<file path="src/rtl/spi_pkg.sv">
// Shared definitions for the SPI initiator.
//   SPI_BITS     : bits per SPI byte
//   spi_state_e  : initiator FSM states
//   spi_timed    : 1 for states whose duration is set by the half-period timer
package spi_pkg;

  localparam int SPI_BITS = 8;

  typedef enum logic [2:0] {
    IDLE,
    LEAD,
    SCLK_HI,
    SCLK_LO,
    HOLD,
    TRAIL
  } spi_state_e;

  // IDLE and HOLD wait on the host; every other state lasts one half-period.
  function automatic logic spi_timed(spi_state_e s);
    return (s != IDLE) && (s != HOLD);
  endfunction

endpackage

</file>
<file path="src/rtl/spi_half_period_timer.sv">
// Half-period timer for the SPI initiator.
// Ports:
//   clk      : system clock
//   reset_n  : asynchronous active-low reset
//   load_i   : restart a half-period of CLK_DIV cycles (wins over count_i)
//   count_i  : decrement enable; low while the FSM waits on the host
//   expire_o : high in the last cycle of the half-period, so the FSM
//              changes phase on the edge that ends it
module spi_half_period_timer #(
  parameter int CLK_DIV = 4
) (
  input  logic clk,
  input  logic reset_n,
  input  logic load_i,
  input  logic count_i,
  output logic expire_o
);

  localparam int CNT_W = $clog2(CLK_DIV + 1);
  localparam logic [CNT_W-1:0] LOAD_VAL = CNT_W'(CLK_DIV);
  localparam logic [CNT_W-1:0] ONE      = CNT_W'(1);

  logic [CNT_W-1:0] cnt_q;
  logic [CNT_W-1:0] cnt_d;

  // The counter parks at zero once a half-period runs out without a reload,
  // so expire_o cannot fire again until the FSM asks for a new phase.
  always_comb begin
    cnt_d = cnt_q;
    if (load_i) begin
      cnt_d = LOAD_VAL;
    end else if (count_i && (cnt_q != '0)) begin
      cnt_d = cnt_q - ONE;
    end
  end

  always_ff @(posedge clk or negedge reset_n) begin
    if (!reset_n) begin
      cnt_q <= '0;
    end else begin
      cnt_q <= cnt_d;
    end
  end

  assign expire_o = count_i && (cnt_q == ONE);

endmodule

</file>
<file path="src/rtl/spi_initiator.sv">
// SPI initiator, mode 0 (CPOL=0, CPHA=0), MSB first, one byte per accept.
// Consecutive bytes can share one chip-select window through HOLD.
// Ports:
//   clk, reset_n     : system clock, asynchronous active-low reset
//   start, tx_byte,
//   last             : byte request, taken when start & ready; last=1 deselects
//                      the target after this byte
//   release_i        : in HOLD, end the transaction without another byte
//                      (release is a reserved word in SystemVerilog)
//   ready, busy      : ready in IDLE/HOLD; busy whenever not IDLE
//   rx_byte, rx_valid: received byte and its one-cycle strobe
//   spi_cs_n, spi_sclk, spi_tx, spi_rx : SPI pins
module spi_initiator
  import spi_pkg::*;
#(
  parameter int CLK_DIV = 4
) (
  input  logic                clk,
  input  logic                reset_n,
  input  logic                start,
  input  logic [SPI_BITS-1:0] tx_byte,
  input  logic                last,
  input  logic                release_i,
  output logic                ready,
  output logic                busy,
  output logic [SPI_BITS-1:0] rx_byte,
  output logic                rx_valid,
  output logic                spi_cs_n,
  output logic                spi_sclk,
  output logic                spi_tx,
  input  logic                spi_rx
);

  localparam int BIT_CNT_W = $clog2(SPI_BITS + 1);
  localparam logic [BIT_CNT_W-1:0] BITS_DONE = BIT_CNT_W'(SPI_BITS);
  localparam logic [BIT_CNT_W-1:0] BIT_ONE   = BIT_CNT_W'(1);

  spi_state_e            state_q, state_d;
  logic [BIT_CNT_W-1:0]  bit_cnt_q, bit_cnt_d;
  logic [SPI_BITS-1:0]   tx_sr_q, tx_sr_d;
  logic [SPI_BITS-1:0]   rx_sr_q, rx_sr_d;
  logic [SPI_BITS-1:0]   rx_byte_q, rx_byte_d;
  logic                  last_q, last_d;
  logic                  rx_valid_q, rx_valid_d;
  logic                  cs_n_q, cs_n_d;
  logic                  sclk_q, sclk_d;
  logic                  tx_q, tx_d;

  logic                  accept;
  logic                  tmr_load;
  logic                  tmr_expire;

  spi_half_period_timer #(
    .CLK_DIV (CLK_DIV)
  ) u_timer (
    .clk      (clk),
    .reset_n  (reset_n),
    .load_i   (tmr_load),
    .count_i  (spi_timed(state_q)),
    .expire_o (tmr_expire)
  );

  assign ready  = (state_q == IDLE) || (state_q == HOLD);
  assign busy   = (state_q != IDLE);
  assign accept = start && ready;

  always_comb begin
    state_d    = state_q;
    bit_cnt_d  = bit_cnt_q;
    tx_sr_d    = tx_sr_q;
    rx_sr_d    = rx_sr_q;
    rx_byte_d  = rx_byte_q;
    last_d     = last_q;
    rx_valid_d = 1'b0;
    cs_n_d     = cs_n_q;
    sclk_d     = sclk_q;
    tx_d       = tx_q;
    tmr_load   = 1'b0;

    unique case (state_q)
      IDLE, HOLD: begin
        // start beats release when both arrive in HOLD.
        if (accept) begin
          tx_d      = tx_byte[SPI_BITS-1];
          tx_sr_d   = {tx_byte[SPI_BITS-2:0], 1'b0};
          last_d    = last;
          bit_cnt_d = '0;
          cs_n_d    = 1'b0;
          tmr_load  = 1'b1;
          state_d   = LEAD;
        end else if ((state_q == HOLD) && release_i) begin
          cs_n_d   = 1'b1;
          tx_d     = 1'b0;
          tmr_load = 1'b1;
          state_d  = TRAIL;
        end
      end

      LEAD, SCLK_LO: begin
        if (tmr_expire) begin
          sclk_d    = 1'b1;
          rx_sr_d   = {rx_sr_q[SPI_BITS-2:0], spi_rx};
          bit_cnt_d = bit_cnt_q + BIT_ONE;
          tmr_load  = 1'b1;
          state_d   = SCLK_HI;
        end
      end

      SCLK_HI: begin
        if (tmr_expire) begin
          sclk_d = 1'b0;
          if (bit_cnt_q != BITS_DONE) begin
            tx_d     = tx_sr_q[SPI_BITS-1];
            tx_sr_d  = {tx_sr_q[SPI_BITS-2:0], 1'b0};
            tmr_load = 1'b1;
            state_d  = SCLK_LO;
          end else begin
            // Byte complete. spi_tx keeps bit 0 if the select is held open.
            rx_byte_d  = rx_sr_q;
            rx_valid_d = 1'b1;
            if (last_q) begin
              cs_n_d   = 1'b1;
              tx_d     = 1'b0;
              tmr_load = 1'b1;
              state_d  = TRAIL;
            end else begin
              state_d = HOLD;
            end
          end
        end
      end

      TRAIL: begin
        if (tmr_expire) begin
          state_d = IDLE;
        end
      end

      default: begin
        state_d = IDLE;
      end
    endcase
  end

  always_ff @(posedge clk or negedge reset_n) begin
    if (!reset_n) begin
      state_q    <= IDLE;
      bit_cnt_q  <= '0;
      tx_sr_q    <= '0;
      rx_sr_q    <= '0;
      rx_byte_q  <= '0;
      last_q     <= 1'b0;
      rx_valid_q <= 1'b0;
      cs_n_q     <= 1'b1;
      sclk_q     <= 1'b0;
      tx_q       <= 1'b0;
    end else begin
      state_q    <= state_d;
      bit_cnt_q  <= bit_cnt_d;
      tx_sr_q    <= tx_sr_d;
      rx_sr_q    <= rx_sr_d;
      rx_byte_q  <= rx_byte_d;
      last_q     <= last_d;
      rx_valid_q <= rx_valid_d;
      cs_n_q     <= cs_n_d;
      sclk_q     <= sclk_d;
      tx_q       <= tx_d;
    end
  end

  // Pins come straight from flops.
  assign spi_cs_n = cs_n_q;
  assign spi_sclk = sclk_q;
  assign spi_tx   = tx_q;
  assign rx_byte  = rx_byte_q;
  assign rx_valid = rx_valid_q;

endmodule
</file>
<file path="config.mk">
export PLATFORM = sky130hd
export DESIGN_NAME = spi_initiator
export DESIGN_NICKNAME = d
export VERILOG_FILES = /design/src/rtl/spi_pkg.sv /design/src/rtl/spi_half_period_timer.sv /design/src/rtl/spi_initiator.sv
export SDC_FILE = /design/constraint.sdc
export NUM_CORES = 1
export LEC_CHECK = 0
export CORE_ASPECT_RATIO = 0.5
export CORE_MARGIN = 4
export CORE_UTILIZATION = 52
export CTS_CLUSTER_DIAMETER = 30
export DETAILED_ROUTE_END_ITERATION = 10
export HOLD_SLACK_MARGIN = 0.02
export PLACE_DENSITY = 0.81
export SLEW_MARGIN = 40
export SYNTH_ARGS = -nofsm -noshare
export SYNTH_HDL_FRONTEND = slang
export SYNTH_SLANG_ARGS = --single-unit
</file>
<file path="constraint.sdc">
create_clock -name clk -period 3.1 [get_ports clk]
set_input_delay 0.62 -clock clk [delete_from_list [all_inputs] [get_ports clk]]
set_output_delay 0.62 -clock clk [all_outputs]
set_load 0.01 [all_outputs]
</file>
==> results.toml, run 1 <==
[logic_synthesis]
ys_ff_latch = 38
yosys_warnings = 0
yosysSeqAreaShare_pct = 53.52
synthAdderAreaFrac_pct = 3.516
yosys.area_share.simple_pct = 15.19
yosysTopAreaCellShare_pct = 52.04
syn_inst = 155
yosysTopAreaCell = "dfrtp_1"
synth.distinct_cells = 38
ys.flop_type = "dfrtp_1"
synth-edff-count = 0
synthesis.area_um2 = 1779
synthArstFlopShare_pct = 100.0
synth_area_leaders = "dfrtp_1 52%, mux2_2 13%, nand2_1 6.8%"
synthMuxAreaShare_pct = 13.85
synth_compound_area_share_pct = 8.861
synthXorXnorAreaFrac_pct = 1.477
synth_top_family_by_area = "simple AND/OR/NAND/NOR gates"
syn_area_per_cell_um2 = 11.48
synth_fp_nets = 174

[clocking]
post_cts_buffers = 0
clockRootBuffer = "clkbuf_8"
h-tree-depth = 2
cts_tree = "yes"
post_cts_resized = 0
numCtsBuffers = 5
cts.sinks = 38
cts.path.max_buffers = 2
insertion_delay_ns = 0.28
clk_pin_slew_worst_paths_ns = 0.07
cts_hold_buf = 0

[job]
cap_violations = 0

[final_layout]
layout_common_cells = "37 x dfrtp_1, 32 x nand2_1, 27 x clkdlybuf4s50_1, 21 x mux2_2, 9 x inv_1"
nets = 206
drive_gt1_share_pct = 20.86
diodes = 0
utilization_pct = 70.07
finalNonFillerCells = 227
layout_commonest_cell = "dfrtp_1"
n_fill_cell = 214
areaGrowthSynthToFinish_pct = 23.49

[worst_hold_path]
worstHoldPathType = "reg -> reg"

[routing]
first_pass_iters = 4
vias_per_cell = 5.498
wirelength_mm = 3.515
wire_per_inst_um = 15.48
first_iter_violations = 82
vias = 1248
drtAntennaViolNets = 0
drcViolationCount = 0

[worst_setup_path]
cp_max_fo = 11
reg2reg_slack_ns = 1.11
worstPathRequired_ns = 2.48
end_kind = "output port"
path_class = "reg -> out"
critPathArrivalTime_ns = 1.68
start_kind = "flip-flop"

[timing]
fmax_ghz = 0.4349
whs_ns = 0.4834
period_minus_slack_ns = 2.300
slew_viol_final = 0
timing.slew.headroom_pct = 65.41
setup-tns-final_ns = 0
finClkSkew_ns = 0.004967
setup-violations-final = 0
rsz0062_at_grt = "false"
tightest_slew_ns = 0.5189
fin_ws_ns = 0.8005
period_share_pct = 74.18
finalHoldViolations = 0

[floorplan]
start_util_pct = 56.74
die_area_um2 = 4478
ios = 28
dieHeight_um = 49.36
row_count = 14
die_x_um = 90.73
core_um2 = 3136

[power_and_ir_drop]
powerDensity_nw_per_um2 = 905.8
irDropWorstVdd_mv = 0.3437
p_leak_nw = 1.013

[placement]
dpl.hpwl_mm = 2.456
gp_congestion = 0.7463
io_buffers = 27
place_ws_ns = 0.6801
dp.cells = 220

[grt]
grt_usage_pct = 17.39
grt_antenna_before_repair = 0
overflow = 0
grt_pass1_vias = 1255
grt_first_pass_wirelength_mm = 6.092
grt_max_degree = 39

[status]
status = "finished clean"
==> stage by stage <==
step                total power (W)  instance area, um^2
finish                     0.001990                 2197
global route               0.002133                 2197
CTS                        0.002006                 2197
detailed placement         0.001570                 2085
global placement           0.001525                 2085
floorplan                  0.001362                 1779
==> critical path, cell delays in order (launching register included) <==
cell and delay, ns:
dfrtp_1 0.52, nor2_1 0.28, clkdlybuf4s50_1 0.60
==> kinds of logic after synthesis <==
group           after synthesis
buf+inv                      13
xor+xnor                      3
fa+ha+maj                     5
compound gates               21
flops                        38
simple gates                 53
mux                          22
==> cells in the mapped netlist (2+ instances only) <==
cell type and n:
mux2_2 21, ha_1 5, o21a_1 3, inv_1 9, o21ai_0 5, dfrtp_1 37
xor2_1 2, buf_4 2, or2_2 2, nor2_1 6, nand3_1 2, a21oi_1 3
nand2_1 32, nand2b_1 2
==> report_power, final <==
part,total (W),internal [W],switching (W),leakage [nW]
registers,0.000830,0.000679,0.000150,0.485
clock network,0.000422,0.000257,0.000165,0.0573
logic,0.000738,0.000390,0.000349,0.471
==> area by class of cell <==
cell class                      count  area (um^2)  share of cell area [%]
Clock inverter                      1        30.03                   1.367
Multi-Input combinational cell    104        763.2                   34.74
Timing Repair Buffer               29        285.3                   12.98
Sequential cell                    38        952.2                   43.34
Inverter                            9        33.78                   1.538
Tap cell                           40        50.05                   2.278
Clock buffer                        6        82.58                   3.759
==> layer usage <==
layer / global-route usage (%) / vias up / part of all wire [%]
li1: - / 592 / -
met1: 22.84 / 611 / 45
met2: 27.98 / 36 / 49
met3: 4.006 / 9 / 4.2
met4: 7.107 / 0 / 2.0
met5: 0 / - / 0
==> registers in the layout, summed over array words and instances (netlist names) <==
name	cells
rx_sr_q	8
rx_byte	8
spi_sclk	1
spi_tx	1
rx_valid	1
state_q	3
spi_cs_n	1
tx_sr_q	7
u_timer.cnt_q	3
last_q	1
bit_cnt_q	4
==> final timing paths <==
check | start | endpoint | cells after the start
max reg2reg | state_q[1] | rx_byte[7] | 4
max in group asynchronous | reset_n | spi_cs_n | 2
max | state_q[0] | ready | 2
min reg2reg | rx_sr_q[7] | rx_sr_q[7] | 2
min | rx_sr_q[7] | rx_sr_q[7] | 2
min in group asynchronous | reset_n | rx_valid | 2
(Power assumes the default switching activity.)
==> run 2: changes to the inputs <==
Settings changed: CORE_UTILIZATION 52 to 47, PLACE_DENSITY 0.81 to 0.77.
Clock period 3.1 ns to 2 ns, I/O delays scaled along.
==> run 2 against run 1 <==
Effect of this change: total power grew 52%; sequential power grew 52%; count of clock-buffer cells in the layout is the same; die area grew 9.3%; register-to-register slack lost 0.94 ns; worst setup slack lost 0.73 ns; clock skew grew 0.0037 ns; cell count grew 7.9%; largest cell class unchanged; highest routed layer unchanged.
==> results.toml, run 2 (synthesis results as in run 1) <==
[timing]
period_share_pct = 96.39
finalHoldViolations = 0
period_minus_slack_ns = 1.928
timing.slew.headroom_pct = 68.82
fmax_ghz = 0.5187
rsz0062_at_grt = "false"
tightest_slew_ns = 0.4677
slew_viol_final = 0
whs_ns = 0.1375
setup-tns-final_ns = 0
fin_ws_ns = 0.07217
setup-violations-final = 0
finClkSkew_ns = 0.008706

[grt]
grt_usage_pct = 16.20
grt_max_degree = 39
overflow = 0
grt_antenna_before_repair = 0
grt_pass1_vias = 1253
grt_first_pass_wirelength_mm = 5.947

[floorplan]
core_um2 = 3528
ios = 28
dieHeight_um = 51.51
start_util_pct = 50.43
row_count = 15
die_x_um = 95.01
die_area_um2 = 4893

[clocking]
insertion_delay_ns = 0.29
h-tree-depth = 2
clk_pin_slew_worst_paths_ns = 0.08
cts.sinks = 38
cts.path.max_buffers = 2
clockRootBuffer = "clkbuf_8"
cts_tree = "yes"
numCtsBuffers = 5

[power_and_ir_drop]
powerDensity_nw_per_um2 = 1352
irDropWorstVdd_mv = 0.4221
power.total_w = 0.003030
p_leak_nw = 1.032

[worst_setup_path]
cp_max_fo = 8
timing.rr.end = "rx_byte[7]"
worstPathRequired_ns = 1.60
critical_path.max_stage_delay_ns = 0.55
critPathArrivalTime_ns = 1.53
start_kind = "flip-flop"
path_class = "reg -> out"
cp_slowest_cell = "clkdlybuf4s50_1"
path_cells = "nor2_4 > clkdlybuf4s50_1"
reg2reg_depth = 6
end_kind = "output port"
reg2reg_slack_ns = 0.17
r2r_start = "u_timer.cnt_q[1]"

[final_layout]
layout_common_cells = "37 x dfrtp_1, 32 x nand2_1, 26 x clkdlybuf4s50_1, 21 x mux2_2, 9 x inv_1"
areaGrowthSynthToFinish_pct = 25.95
nets = 212
layout_commonest_cell = "dfrtp_1"
drive_gt1_share_pct = 24.74
diodes = 0

[placement]
place_ws_ns = 0.03210
gp_congestion = 0.7590
dpl.hpwl_mm = 2.460
io_buffers = 27

[status]
status = "finished clean"

[routing]
drtAntennaViolNets = 0
drcViolationCount = 0
wirelength_mm = 3.364
vias_per_cell = 5.102
wire_per_inst_um = 13.73
vias = 1250
first_iter_violations = 41
first_pass_iters = 4

[worst_hold_path]
worstHoldPathType = "in -> async"

[job]
cap_violations = 0
run 2: cell types whose count changed in the layout (fill, tap and decap cells not counted), sizes merged:
| cell | change |
|---|---|
| clkdlybuf4s50 | -1 |
| bufinv | -1 |
| buf | +7 |
| clkinvlp | +1 |
| clkinv | +1 |
run 2: final cells by class:
cell class / instances / area (um^2)
clock inverters: 2 / 12.51
well taps: 51 / 63.81
flip-flops and latches: 38 / 952.2
clock buffers: 6 / 82.58
repair buffers: 35 / 325.3
fillers: 296 / 1287
inverters: 9 / 33.78
multi-input cells: 104 / 770.7
run 2: worst max-delay path, delay by kind of cell, from the launching register on:
family / cells / cell delay (ns)
AND/OR/NAND/NOR: 1 / 0.19
buffers and inverters: 1 / 0.55
flip-flops: 1 / 0.50
run 2: power breakdown:
part / internal, W / switching, W
clock: 0.000277 / 0.000267
sequential: 0.00105 / 0.000213
combinational: 0.000649 / 0.000572
run 2: worst max path at each step:
stage	start	endpoint	slack [ns]	cells past startpoint
after global routing	state_q[0]	ready	0.02	2
after CTS	state_q[0]	ready	0.03	2
final	state_q[0]	ready	0.07	2
after global placement	start	tx_sr_q[7]	0.11	5
after floorplan	u_timer.cnt_q[1]	rx_byte[0]	0.38	6
after detailed placement	start	tx_sr_q[5]	0.03	5
run 2: repair_timing:
action,4_1_cts,5_1_grt
pin swaps,0,0
setup endpoints to repair,2,2
resized for setup,1,1
setup buffers,0,0
hold buffers,0,0
run 2: metrics by stage:
step           area [um^2]  utilization [%]  std cells
3_5_place_dp          2138            60.60        237
6_report              2241            63.51        245
5_1_grt               2241            63.51        245
3_3_place_gp          2138            60.60        237
4_1_cts               2236            63.37        245
2_1_floorplan         1779                -        155
run 2: per-layer routing:
layer | vias to the layer above | routed length, um | global-route usage [%]
met3 | 4 | 177 | 4.769
met2 | 26 | 1571 | 25.32
met4 | 0 | 36 | 5.742
met1 | 618 | 1578 | 21.67
li1 | 602 | - | -
met5 | - | 0 | 0
==> run 3: changes to the inputs <==
--- a/config.mk
+++ b/config.mk
@@ -14,3 +14,3 @@
 export PLACE_DENSITY = 0.77
-export SLEW_MARGIN = 40
+export SLEW_MARGIN = 20
 export SYNTH_ARGS = -nofsm -noshare
==> constraint.sdc (replaced) <==
create_clock -name clk -period 2 [get_ports clk]
set_input_delay 0.6 -clock clk [delete_from_list [all_inputs] [get_ports clk]]
set_output_delay 0.6 -clock clk [all_outputs]
set_load 0.01 [all_outputs]
==> run 3 against run 2 <==
Effect of this change: cell count rose by 0.41%; sequential power hardly changed; hold slack improved by 0.21 ns; sequential cell count is the same; critical endpoint is now spi_cs_n; clock power increased by 20%; largest cell class unchanged; count of clock-buffer cells in the layout did not move; clock skew shrank 0.0071 ns; worst setup slack lost 0.018 ns; maximum frequency down 0.90%; first-iteration DRC count rose by 22%; wire length rose by 5.6%; critical path depth decreased by 1; critical path type unchanged.
==> results.toml, run 3 (synthesis results as in run 1) <==
[routing]
wire_per_inst_um = 14.43
drcViolationCount = 0
first_pass_iters = 4
vias_per_cell = 5.207
drtAntennaViolNets = 0
vias = 1281
first_iter_violations = 50
wirelength_mm = 3.551

[clocking]
h-tree-depth = 2
clk_pin_slew_worst_paths_ns = 0.07
numCtsBuffers = 5
clockRootBuffer = "clkbuf_8"
cts_tree = "yes"
insertion_delay_ns = 0.28
cts.path.max_buffers = 2
cts.sinks = 38

[power_and_ir_drop]
irDropWorstVdd_mv = 0.4871
power.total_w = 0.003166
powerDensity_nw_per_um2 = 1396
p_leak_nw = 1.052

[floorplan]
core_um2 = 3528
ios = 28
row_count = 15
die_x_um = 95.01
dieHeight_um = 51.51
start_util_pct = 50.43
die_area_um2 = 4893

[worst_setup_path]
cp_max_fo = 2
worst-path-buf-inv = 1
worstPathRequired_ns = 1.40
critical_path.max_stage_delay_ns = 0.53
path_class = "reg -> out"
cpLargestDelayFamily = "flip-flops"
cp_slowest_cell = "dfstp_2"
critPathArrivalTime_ns = 1.35
path_cells = "clkdlybuf4s50_1"
start_kind = "flip-flop"
end_kind = "output port"

[final_layout]
drive_gt1_share_pct = 26.15
finalNonFillerCells = 246
n_fill_cell = 306
layout_commonest_cell = "dfrtp_1"
multi_input_area_um2 = 765.7
seqCellArea_um2 = 954.7
layout_common_cells = "35 x dfrtp_1, 32 x nand2_1, 24 x clkdlybuf4s50_1, 21 x mux2_2, 10 x buf_4"
areaGrowthSynthToFinish_pct = 27.50
nets = 214
diodes = 0
postLayoutCellArea_um2 = 2268

[grt]
grt_usage_pct = 17.15
grt_max_degree = 39
grt_antenna_before_repair = 0
grt_first_pass_wirelength_mm = 6.272
overflow = 0
grt_pass1_vias = 1336

[timing]
setup-tns-final_ns = 0
finClkSkew_ns = 0.001656
finalHoldViolations = 0
whs_ns = 0.3453
period_share_pct = 97.27
fmax_ghz = 0.5140
rsz0062_at_grt = "false"
setup-violations-final = 0
period_minus_slack_ns = 1.945
slew_viol_final = 0
timing.slew.headroom_pct = 63.97
tightest_slew_ns = 0.5405

[placement]
dp.cells = 238
io_buffers = 27
dpl.hpwl_mm = 2.531
gp_congestion = 0.7667
place_area_um2 = 2146

[status]
status = "finished clean"

[job]
cap_violations = 0

[worst_hold_path]
worstHoldPathType = "in -> async"
## run 3: cell count changes in the layout (fill, tap and decap cells not counted), sizes merged
cell | previous run | this run
buf | 9 | 11
bufinv | 0 | 1
clkdlybuf4s50 | 26 | 24
clkinv | 1 | 0
clkinvlp | 1 | 0
dlygate4sd2 | 0 | 2
## run 3: per-stage QoR
step / util, % / worst slack, ns
4_1_cts: 64.29 / 0.04251
5_1_grt: 64.29 / 0.02121
3_3_place_gp: 60.82 / -0.08750
3_5_place_dp: 60.82 / -0.1251
2_1_floorplan: - / 0.3462
6_report: 64.29 / 0.05464
## run 3: metal layers
| layer | global-route usage [%] | wire length (um) | vias up | part of all wire, % |
|---|---|---|---|---|
| met1 | 22.73 | 1657 | 637 | 47 |
| met3 | 5.058 | 198 | 4 | 5.6 |
| met5 | 0 | 0 | - | 0 |
| met4 | 7.177 | 56 | 0 | 1.6 |
| met2 | 26.49 | 1638 | 34 | 46 |
| li1 | - | - | 606 | - |
## run 3: repair_timing
item                       4_1_cts  5_1_grt
setup buffers                    1        0
setup endpoints to repair        2        0
hold buffers                     0        0
resized for setup                5        0
## run 3: path summary, 6_finish.rpt
kind / slack [ns] / cells past startpoint / to / start
max: 0.05 / 1 / spi_cs_n / spi_cs_n
min: 0.35 / 2 / u_timer.cnt_q[0] / reset_n
max reg2reg: 0.17 / 5 / tx_sr_q[3] / state_q[2]
min reg2reg: 0.48 / 2 / rx_sr_q[7] / rx_sr_q[7]
max in group asynchronous: 1.30 / 2 / spi_cs_n / reset_n
min in group clk: 0.48 / 2 / rx_sr_q[7] / rx_sr_q[7]
## run 3: area by class of cell
| cell class | count | area share [%] |
|---|---|---|
| multi-input combinational | 104 | 33.76 |
| sequential | 38 | 42.08 |
| clock inverter | 1 | 1.324 |
| clock buffer | 6 | 3.640 |
| timing repair buffer | 37 | 14.89 |
| inverter | 9 | 1.489 |
| tap | 51 | 2.813 |
## run 3: worst register-to-register path, delay by kind of cell, from the launching register on
| family | cells | cell delay (ns) |
|---|---|---|
| DFF | 1 | 0.45 |
| muxes | 1 | 0.38 |
| AOI/OAI and AO/OA | 2 | 0.33 |
| and+or+nand+nor | 1 | 0.31 |
| buffers and inverters | 1 | 0.25 |
## run 3: where the power goes
| part | switching (W) | internal (W) |
|---|---|---|
| registers | 0.000192 | 0.00105 |
| logic | 0.000609 | 0.000660 |
| clock network | 0.000252 | 0.000399 |
